===== config.mk =====
export PLATFORM = sky130hd
export DESIGN_NAME = ctrl_pipe
export DESIGN_NICKNAME = d
export VERILOG_FILES = /design/src/rtl/ctrl_pipe_pkg.sv /design/src/rtl/ctrl_pipe_stage.sv /design/src/rtl/ctrl_pipe.sv
export SDC_FILE = /design/constraint.sdc
export NUM_CORES = 1
export LEC_CHECK = 0
export CORE_ASPECT_RATIO = 0.75
export CORE_MARGIN = 3
export CORE_UTILIZATION = 45
export CTS_CLUSTER_DIAMETER = 80
export DETAILED_ROUTE_END_ITERATION = 8
export PLACE_DENSITY = 0.82
export SLEW_MARGIN = 20
export SYNTH_ARGS = -nofsm -noshare
export SYNTH_HDL_FRONTEND = slang
export SYNTH_SLANG_ARGS = --single-unit

===== constraint.sdc =====
create_clock -name clk_i -period 2.26 [get_ports clk_i]
set_clock_uncertainty 0.15 [all_clocks]
set_input_delay 0.339 -clock clk_i [delete_from_list [all_inputs] [get_ports clk_i]]
set_output_delay 0.339 -clock clk_i [all_outputs]
set_load 0.02 [all_outputs]

===== src/rtl/ctrl_pipe_pkg.sv =====
// ---------------------------------------------------------------------------
// ctrl_pipe_pkg
//   Shared definitions for the control pipeline: default field widths,
//   forwarding select codes, the per-stage control bundle layouts and a
//   small helper that resolves forwarding priority.
//   No ports (package).
// ---------------------------------------------------------------------------
package ctrl_pipe_pkg;

  localparam int ALUOP_W_DEF = 5;
  localparam int REG_W_DEF   = 5;

  // Operand source select driven to the EX-stage operand muxes
  typedef enum logic [1:0] {
    FWD_RF    = 2'b00,
    FWD_EXMEM = 2'b01,
    FWD_MEMWB = 2'b10
  } fwd_sel_e;

  // Control flags held in ID/EX (an all-zero bundle is a bubble)
  typedef struct packed {
    logic regw;
    logic memr;
    logic mem2r;
    logic memw;
    logic alusrc;
    logic branch;
  } ex_ctrl_t;

  // Control flags held in EX/MEM
  typedef struct packed {
    logic regw;
    logic memr;
    logic mem2r;
    logic memw;
  } mem_ctrl_t;

  // Control flags held in MEM/WB
  typedef struct packed {
    logic regw;
    logic mem2r;
  } wb_ctrl_t;

  // The younger result (EX/MEM) must win over the older one (MEM/WB)
  function automatic fwd_sel_e fwd_select(input logic mem_hit, input logic wb_hit);
    if (mem_hit) return FWD_EXMEM;
    if (wb_hit)  return FWD_MEMWB;
    return FWD_RF;
  endfunction

endpackage


===== src/rtl/ctrl_pipe_stage.sv =====
// ---------------------------------------------------------------------------
// ctrl_pipe_stage
//   Generic pipeline register: async clear on reset, synchronous clear used
//   to inject a bubble, and a load enable. Clear has priority over enable.
//   Ports:
//     clk_i   rising-edge clock
//     rst_ni  async active-low reset (register -> 0)
//     en_i    load d_i on the next edge
//     clr_i   load all-zero on the next edge
//     d_i     next value
//     q_o     registered value
// ---------------------------------------------------------------------------
module ctrl_pipe_stage #(
  parameter int W = 8
) (
  input  logic         clk_i,
  input  logic         rst_ni,
  input  logic         en_i,
  input  logic         clr_i,
  input  logic [W-1:0] d_i,
  output logic [W-1:0] q_o
);

  logic [W-1:0] data_q;
  logic [W-1:0] data_d;

  always_comb begin
    data_d = data_q;
    if (clr_i)     data_d = '0;
    else if (en_i) data_d = d_i;
  end

  always_ff @(posedge clk_i or negedge rst_ni) begin
    if (!rst_ni) data_q <= '0;
    else         data_q <= data_d;
  end

  assign q_o = data_q;

endmodule


===== src/rtl/ctrl_pipe.sv =====
// ---------------------------------------------------------------------------
// ctrl_pipe
//   Carries decoder control ID->EX->MEM->WB, resolves the write register,
//   detects load-use hazards, squashes on taken branch / jump and drives the
//   EX forwarding selects.
//   Ports:
//     clk_i, rst_ni                 clock, async active-low reset
//     id_*_i                        decoder bundle + register indices in ID
//     ex_zero_i                     ALU zero flag of the instruction in EX
//     pc_we_o, ifid_we_o            front-end write enables (0 = hold)
//     flush_ifid_o                  clear IF/ID on the next edge
//     br_taken_o                    taken branch in EX (PC select)
//     ex_*_o, fwd_a_o, fwd_b_o      EX-stage controls and operand selects
//     mem_*_o, wb_*_o               MEM / WB controls and destination indices
// ---------------------------------------------------------------------------
module ctrl_pipe
  import ctrl_pipe_pkg::*;
#(
  parameter int ALUOP_W = ALUOP_W_DEF,
  parameter int REG_W   = REG_W_DEF
) (
  input  logic               clk_i,
  input  logic               rst_ni,
  input  logic               id_valid_i,
  input  logic               id_regw_i,
  input  logic               id_regdst_i,
  input  logic               id_memr_i,
  input  logic               id_mem2r_i,
  input  logic               id_memw_i,
  input  logic               id_alusrc_i,
  input  logic               id_branch_i,
  input  logic               id_jump_i,
  input  logic [ALUOP_W-1:0] id_aluop_i,
  input  logic [REG_W-1:0]   id_rs_i,
  input  logic [REG_W-1:0]   id_rt_i,
  input  logic [REG_W-1:0]   id_rd_i,
  input  logic               ex_zero_i,
  output logic               pc_we_o,
  output logic               ifid_we_o,
  output logic               flush_ifid_o,
  output logic               br_taken_o,
  output logic [ALUOP_W-1:0] ex_aluop_o,
  output logic               ex_alusrc_o,
  output logic               ex_branch_o,
  output logic [1:0]         fwd_a_o,
  output logic [1:0]         fwd_b_o,
  output logic               mem_memr_o,
  output logic               mem_memw_o,
  output logic               mem_mem2r_o,
  output logic               mem_regw_o,
  output logic [REG_W-1:0]   ex_wreg_o,
  output logic [REG_W-1:0]   mem_wreg_o,
  output logic [REG_W-1:0]   wb_wreg_o,
  output logic               wb_regw_o,
  output logic               wb_mem2r_o
);

  typedef struct packed {
    ex_ctrl_t           ctrl;
    logic [ALUOP_W-1:0] aluop;
    logic [REG_W-1:0]   rs;
    logic [REG_W-1:0]   rt;
    logic [REG_W-1:0]   wreg;
  } idex_t;

  typedef struct packed {
    mem_ctrl_t        ctrl;
    logic [REG_W-1:0] wreg;
  } exmem_t;

  typedef struct packed {
    wb_ctrl_t         ctrl;
    logic [REG_W-1:0] wreg;
  } memwb_t;

  idex_t  idex_d,  idex_q;
  exmem_t exmem_d, exmem_q;
  memwb_t memwb_d, memwb_q;

  logic uses_rt;
  logic hazard;
  logic br_taken;
  logic idex_bubble;

  // Stores read rt as data even though alusrc selects the immediate
  assign uses_rt = ~id_alusrc_i | id_memw_i;

  assign hazard = idex_q.ctrl.memr && (idex_q.wreg != '0) &&
                  ((idex_q.wreg == id_rs_i) || (uses_rt && (idex_q.wreg == id_rt_i)));

  assign br_taken = idex_q.ctrl.branch & ex_zero_i;

  // A taken branch flushes whatever is in ID, so it also cancels the stall
  assign pc_we_o      = ~hazard | br_taken;
  assign ifid_we_o    = ~hazard | br_taken;
  assign flush_ifid_o = br_taken | (id_jump_i & id_valid_i & ~hazard);
  assign br_taken_o   = br_taken;

  // A jump is resolved in ID and never needs to travel further down
  assign idex_bubble = br_taken | hazard | ~id_valid_i | id_jump_i;

  always_comb begin
    idex_d             = '0;
    idex_d.ctrl.regw   = id_regw_i;
    idex_d.ctrl.memr   = id_memr_i;
    idex_d.ctrl.mem2r  = id_mem2r_i;
    idex_d.ctrl.memw   = id_memw_i;
    idex_d.ctrl.alusrc = id_alusrc_i;
    idex_d.ctrl.branch = id_branch_i;
    idex_d.aluop       = id_aluop_i;
    idex_d.rs          = id_rs_i;
    idex_d.rt          = id_rt_i;
    idex_d.wreg        = id_regdst_i ? id_rd_i : id_rt_i;
  end

  always_comb begin
    exmem_d            = '0;
    exmem_d.ctrl.regw  = idex_q.ctrl.regw;
    exmem_d.ctrl.memr  = idex_q.ctrl.memr;
    exmem_d.ctrl.mem2r = idex_q.ctrl.mem2r;
    exmem_d.ctrl.memw  = idex_q.ctrl.memw;
    exmem_d.wreg       = idex_q.wreg;
  end

  always_comb begin
    memwb_d            = '0;
    memwb_d.ctrl.regw  = exmem_q.ctrl.regw;
    memwb_d.ctrl.mem2r = exmem_q.ctrl.mem2r;
    memwb_d.wreg       = exmem_q.wreg;
  end

  ctrl_pipe_stage #(.W($bits(idex_t))) u_idex (
    .clk_i  (clk_i),
    .rst_ni (rst_ni),
    .en_i   (1'b1),
    .clr_i  (idex_bubble),
    .d_i    (idex_d),
    .q_o    (idex_q)
  );

  ctrl_pipe_stage #(.W($bits(exmem_t))) u_exmem (
    .clk_i  (clk_i),
    .rst_ni (rst_ni),
    .en_i   (1'b1),
    .clr_i  (1'b0),
    .d_i    (exmem_d),
    .q_o    (exmem_q)
  );

  ctrl_pipe_stage #(.W($bits(memwb_t))) u_memwb (
    .clk_i  (clk_i),
    .rst_ni (rst_ni),
    .en_i   (1'b1),
    .clr_i  (1'b0),
    .d_i    (memwb_d),
    .q_o    (memwb_q)
  );

  // Register 0 is hard-wired, so a write to it must never be forwarded
  logic mem_hit_a, mem_hit_b, wb_hit_a, wb_hit_b;

  assign mem_hit_a = exmem_q.ctrl.regw && (exmem_q.wreg != '0) && (exmem_q.wreg == idex_q.rs);
  assign mem_hit_b = exmem_q.ctrl.regw && (exmem_q.wreg != '0) && (exmem_q.wreg == idex_q.rt);
  assign wb_hit_a  = memwb_q.ctrl.regw && (memwb_q.wreg != '0) && (memwb_q.wreg == idex_q.rs);
  assign wb_hit_b  = memwb_q.ctrl.regw && (memwb_q.wreg != '0) && (memwb_q.wreg == idex_q.rt);

  assign fwd_a_o = fwd_select(mem_hit_a, wb_hit_a);
  assign fwd_b_o = fwd_select(mem_hit_b, wb_hit_b);

  assign ex_aluop_o  = idex_q.aluop;
  assign ex_alusrc_o = idex_q.ctrl.alusrc;
  assign ex_branch_o = idex_q.ctrl.branch;
  assign ex_wreg_o   = idex_q.wreg;

  assign mem_memr_o  = exmem_q.ctrl.memr;
  assign mem_memw_o  = exmem_q.ctrl.memw;
  assign mem_mem2r_o = exmem_q.ctrl.mem2r;
  assign mem_regw_o  = exmem_q.ctrl.regw;
  assign mem_wreg_o  = exmem_q.wreg;

  assign wb_regw_o   = memwb_q.ctrl.regw;
  assign wb_mem2r_o  = memwb_q.ctrl.mem2r;
  assign wb_wreg_o   = memwb_q.wreg;

endmodule

# Yosys cells after proc, flatten, opt, wreduce, memory -nomap -nowiden
# Index checks and enable logic that the tools add are counted.
# totals
out_inout_bits,36
regBits,42
# op_classes
n_eq_ne,6
mux,16
n_bitwise,12
n_reduce_logical,13
# op_table
cell,n
== test 5 bit,6
2-to-1 mux 26 bit,1
2-to-1 mux 2 bit,8
nonzero test 5 bit,3
logical AND 1 bit,9
2-to-1 mux 1 bit,6
OR 1 bit,6
2-to-1 mux 5 bit,1
AND 1 bit,3
NOT 1 bit,3
logical OR 1 bit,1

# Depth between registers and ports, before layout
# logic_depth
word_depth,9
mapped_depth,6
ltp_nobuf,5

# By module
# Synthesis repeated with hierarchy kept, for this count alone.
# hier_totals
cells_unflattened,202
area_unflattened_um2,2235.9
# modules_own_cells
module,area_per_inst_um2,seq_area_each_um2,n_inst,cells_per_inst
ctrl_pipe_stage at u_idex,1073.5,650.6,1,84
ctrl_pipe,515.5,0.0,1,67
ctrl_pipe_stage at u_exmem,364.1,225.2,1,29
ctrl_pipe_stage at u_memwb,282.8,175.2,1,22

# Worst setup path after synthesis
# Ideal clock, no wire load.
# synth_path
kind,register -> output
startpoint,"register u_exmem.data_q[1], in the netlist u_exmem.q_o[1]"
endpoint,output fwd_a_o[1]
stages_incl_launch_ff,5
setup_slack_ns,-0.207
t_required_ns,1.771
path_buffers,0
arrival_time_ns,1.978
cell_sequence,dfrtp_1 or4_1 o21ai_1 nor4_1 nor4_1
# synth_via
elab_chain_len,5
elab_cells_between_ends,6
cone_classes,eq/ne: 1; mux: 2; reduce/logical: 3
# synth_lines
element,line,text
from (decl),ctrl_pipe_stage.sv:24,logic [W-1:0] data_q;
from (signal assigned),ctrl_pipe_stage.sv:35,else data_q <= data_d;
nonzero test 5 bit,ctrl_pipe.sv:162,assign mem_hit_a = exmem_q.ctrl.regw && (exmem_q.wreg != '0) && (exmem_q.wreg == idex_q.rs);
logical AND 1 bit,ctrl_pipe.sv:162,
logical AND 1 bit (*),ctrl_pipe.sv:162,
net mem_hit_a,ctrl_pipe.sv:160,"logic mem_hit_a, mem_hit_b, wb_hit_a, wb_hit_b;"
2-to-1 mux 1 bit (*),ctrl_pipe_pkg.sv:46,if (mem_hit) return FWD_EXMEM;
2-to-1 mux 2 bit (*),ctrl_pipe_pkg.sv:47,if (wb_hit) return FWD_MEMWB;
to (decl),ctrl_pipe.sv:45,"output logic [1:0] fwd_a_o,"
# The timed path passes the listed nets; every way through them passes the cells marked *.

# Final worst setup path
# layout_path
startpoint,"register u_exmem.data_q[1], in the netlist u_exmem.q_o[1]"
endpoint,output fwd_a_o[1]
# layout_via
elab_chain_len,5
elab_cells_between_ends,6
cone_classes,eq/ne: 1; mux: 2; reduce/logical: 3
# layout_lines
element,line
nonzero test 5 bit,ctrl_pipe.sv:162
logical AND 1 bit,ctrl_pipe.sv:162
logical AND 1 bit (*),ctrl_pipe.sv:162
2-to-1 mux 1 bit (*),ctrl_pipe_pkg.sv:46
2-to-1 mux 2 bit (*),ctrl_pipe_pkg.sv:47
# Mark *: on every way between the ends. The rest lies on a longest branch, timed or not.

==> out/qor.csv <==
stage;metric;value;unit
floorplanning;Core Region;0.00413;mm²
worst_setup_path;CP Cell Sequence;or4_4, o21ai_4, buf_4, nor4_4, nor4_2, buf_4;
clock_network;Reg clk slew, reported paths;0.07;ns
timing;Max Slew Vio Count;0;
detailed_routing;Antenna Nets Post-Route;0;
power_and_ir_drop;Worst VDD drop;0.376;mV
placement;area post-placement;0.00283;mm²
worst_setup_path;WP data required;1.77;ns
synth;post-synthesis sequential area ratio;53.2;%
detailed_routing;routed len/inst;15.7;µm
clock_network;clk_lat worst skew;0.29;ns
clock_network;clock tree buffer depth;2;
synth;Warnings, synthesis;0;
worst_setup_path;CP delay by family, top;simple AND/OR/NAND/NOR gates;
power_and_ir_drop;Leak;1.47;nW
global_route;most used routing layer in global routing;met2;
finish;# nets final;295;
finish;share of cells above drive strength 1;29.8;%
finish;commonest non-fill, non-tap cell in the layout;clkdlybuf4s50_1;
synth;adder and majority gate portion of the synthesized area;0;%
global_route;global-route wire length before repair;7.92;mm
min_path;worst min path class;reg2reg;
timing;period utilization;105;%
synth;Syn Area/Cell;11.6;µm²
floorplanning;Starting Density;47.9;%
worst_setup_path;Critical Path Most Common Cell;buf_4;
finish;ANT cells;0;
synth;Distinct cells, synth;25;
power_and_ir_drop;pwr/cell area;531;mW/mm²
global_route;GRT overflow;0;
worst_setup_path;CP Buf/Inv Count;2;
finish;fillers;287;
worst_setup_path;Critical Path End Type;primary output;
placement;DP HPWL;3.51;mm
clock_network;H-tree lvl count;2;
finish;post-layout util;75.0;%
timing;worst-margin pin slew;0.390;ns
synth;mux cell area share after synthesis;2.53;%
clock_network;Sink Count;42;
clock_network;clock root buffer;clkbuf_8;
detailed_routing;via count;1564;
placement;routability cong.;0.854;
timing;Final setup viols;5;
synth;Yosys top cell by area;dfrtp_1;
global_route;GRT met1 Usage;27.9;%
run_status;failing checks;setup timing;
clock_network;CTS Buf Count;5;
global_route;met3 GRT Util;4.43;%
detailed_routing;Iteration-0 DRC Markers;44;
detailed_routing;Routed WL;4.96;mm
timing;Worst Setup Slack, final;-0.121;ns
timing;Worst slew margin;74.0;%
synth;Post-Syn Area;0.00198;mm²
floorplanning;top-level I/O count;68;
timing;Hold WS;0.200;ns
worst_setup_path;critical path class;reg2out;
global_route;Tot GR Track Use;20.5;%
global_route;initial antenna violation count;0;
flow_run;max cap viols;0;
worst_setup_path;crit path launch type;flip-flop;
floorplanning;die width;82.5;µm
detailed_routing;drt first pass iters;4;
timing;unrepaired setup endpoints after global routing;true;
detailed_routing;DRC viols;0;
global_route;vias in the first global route;1639;
floorplanning;die height;63.4;µm
global_route;largest net degree at the start of global routing;27;
synth;Yosys top cell area share;53.2;%
synth;Syn Nets;203;
worst_setup_path;crit-path max cell delay;0.55;ns
synth;largest family of logic cells by synthesized area;compound AO/OA/AOI/OAI gates;
synth;simple-gate share of the synthesized area;7.53;%
synth;Post-Syn Instances;171;
worst_setup_path;Worst Path Max Fanout;2;
detailed_routing;Vias/cell;4.93;
synth;Synth Register Bits;42;
synth;Synth Area in XOR/XNOR;13.3;%
finish;commonest cells after routing, fill and taps aside;clkdlybuf4s50_1, dfrtp_1, buf_4;
clock_network;CTS tree;built;
worst_setup_path;Crit-path slowest cell;or4_4;
placement;Port Buf Inserts;67;
timing;fmax;420;MHz
floorplanning;die footprint;0.00523;mm²
synth;complex-gate fraction of the synthesized area;13.7;%
floorplanning;Row Count;20;
finish;Final Cell Area;0.00310;mm²
timing;final critical-path required period;2.38;ns
timing;Final Hold Fails;0;
finish;Syn-to-layout area delta;56.6;%
synth;Synth area leaders;dfrtp_1, xnor2_1, a211oi_2;
run_status;status;complete, but fails checks;
global_route;met2 Usage GRT;32.0;%
worst_setup_path;WP data arrival;1.89;ns
==> where the power goes <==
part	total, mW	internal (mW)	switching [mW]
registers	0.806	0.783	0.0240
clock network	0.469	0.235	0.233
logic	0.368	0.194	0.175
total	1.64	1.21	0.432
==> worst reg2reg max path, stage by stage, from the launching register on <==
cell	delay (ns)
dfrtp_1	0.39
or4_4	0.55
o21a_1	0.23
buf_4	0.14
buf_4	0.22
a211oi_1	0.32
==> cell type report <==
| cell class | instances | area, µm² | area share, % |
|---|---|---|---|
| clock buffers | 6 | 82.6 | 2.67 |
| inverters | 13 | 48.8 | 1.58 |
| multi-input cells | 96 | 871 | 28.1 |
| flip-flops and latches | 42 | 1050 | 34.0 |
| well taps | 55 | 68.8 | 2.22 |
| repair buffers | 105 | 973 | 31.4 |
==> metrics by stage <==
stage	power (mW)	setup TNS (ns)	cells	setup slack, ns
after floorplan	0.972	-0.00267	171	-0.00267
after global placement	1.14	-1.86	306	-0.369
after detailed placement	1.15	-2.06	306	-0.313
after CTS	1.63	-0.379	314	-0.123
after global routing	1.72	-0.874	317	-0.241
final	1.64	-0.392	317	-0.121
==> cell families (layout without fill, tap and decap cells) <==
group | after synthesis | count (layout)
simple gates | 28 | 28
xor+xnor | 30 | 30
flops | 42 | 42
mux | 5 | 5
compound gates | 33 | 33
buf+inv | 33 | 124
==> state kept, by name (all words and copies together), names as in the netlist <==
name and cells:
u_memwb.q_o 7, u_idex.q_o 26, u_exmem.q_o 9
==> cells in the mapped netlist, drive strengths merged <==
cell	instances
dfrtp	42
nand4	1
xnor2	16
nand3	4
inv	13
o21ai	4
o21a	2
o22ai	1
nand3b	1
clkbuf	2
a211oi	17
or4	5
nor3b	1
xor2	14
nor4	4
buf	18
nand2	12
mux2i	5
a21oi	9
==> worst paths after layout <==
path                            depth (start not counted)             end  slack [ns]           start
worst max-delay path                                    6      fwd_a_o[1]       -0.12  u_exmem.q_o[1]
worst min-delay path                                    0  u_exmem.q_o[6]        0.20  u_idex.q_o[23]
worst max register to register                          5   u_idex.q_o[2]        0.14   u_idex.q_o[3]
worst min register to register                          0  u_exmem.q_o[6]        0.20  u_idex.q_o[23]
max in group asynchronous                               3  u_memwb.q_o[2]        1.09          rst_ni
min in group asynchronous                               2  u_idex.q_o[20]        0.35          rst_ni
==> layer usage <==
layer	part of all wire [%]	wire length, µm	up-vias
met5	0	0	-
met4	1.9	96	0
met3	5.9	292	11
met2	51	2530	54
met1	41	2040	746
li1	-	-	753
==> timing repair <==
item                                    4_1_cts  5_1_grt
endpoints found under the setup margin        7        7
buffers inserted                              1        4
hold buffers                                  1        0
resized for setup                            45       24
hold endpoints to repair                     15        0
pin swaps                                    10       10
(Power assumes the default switching activity.)
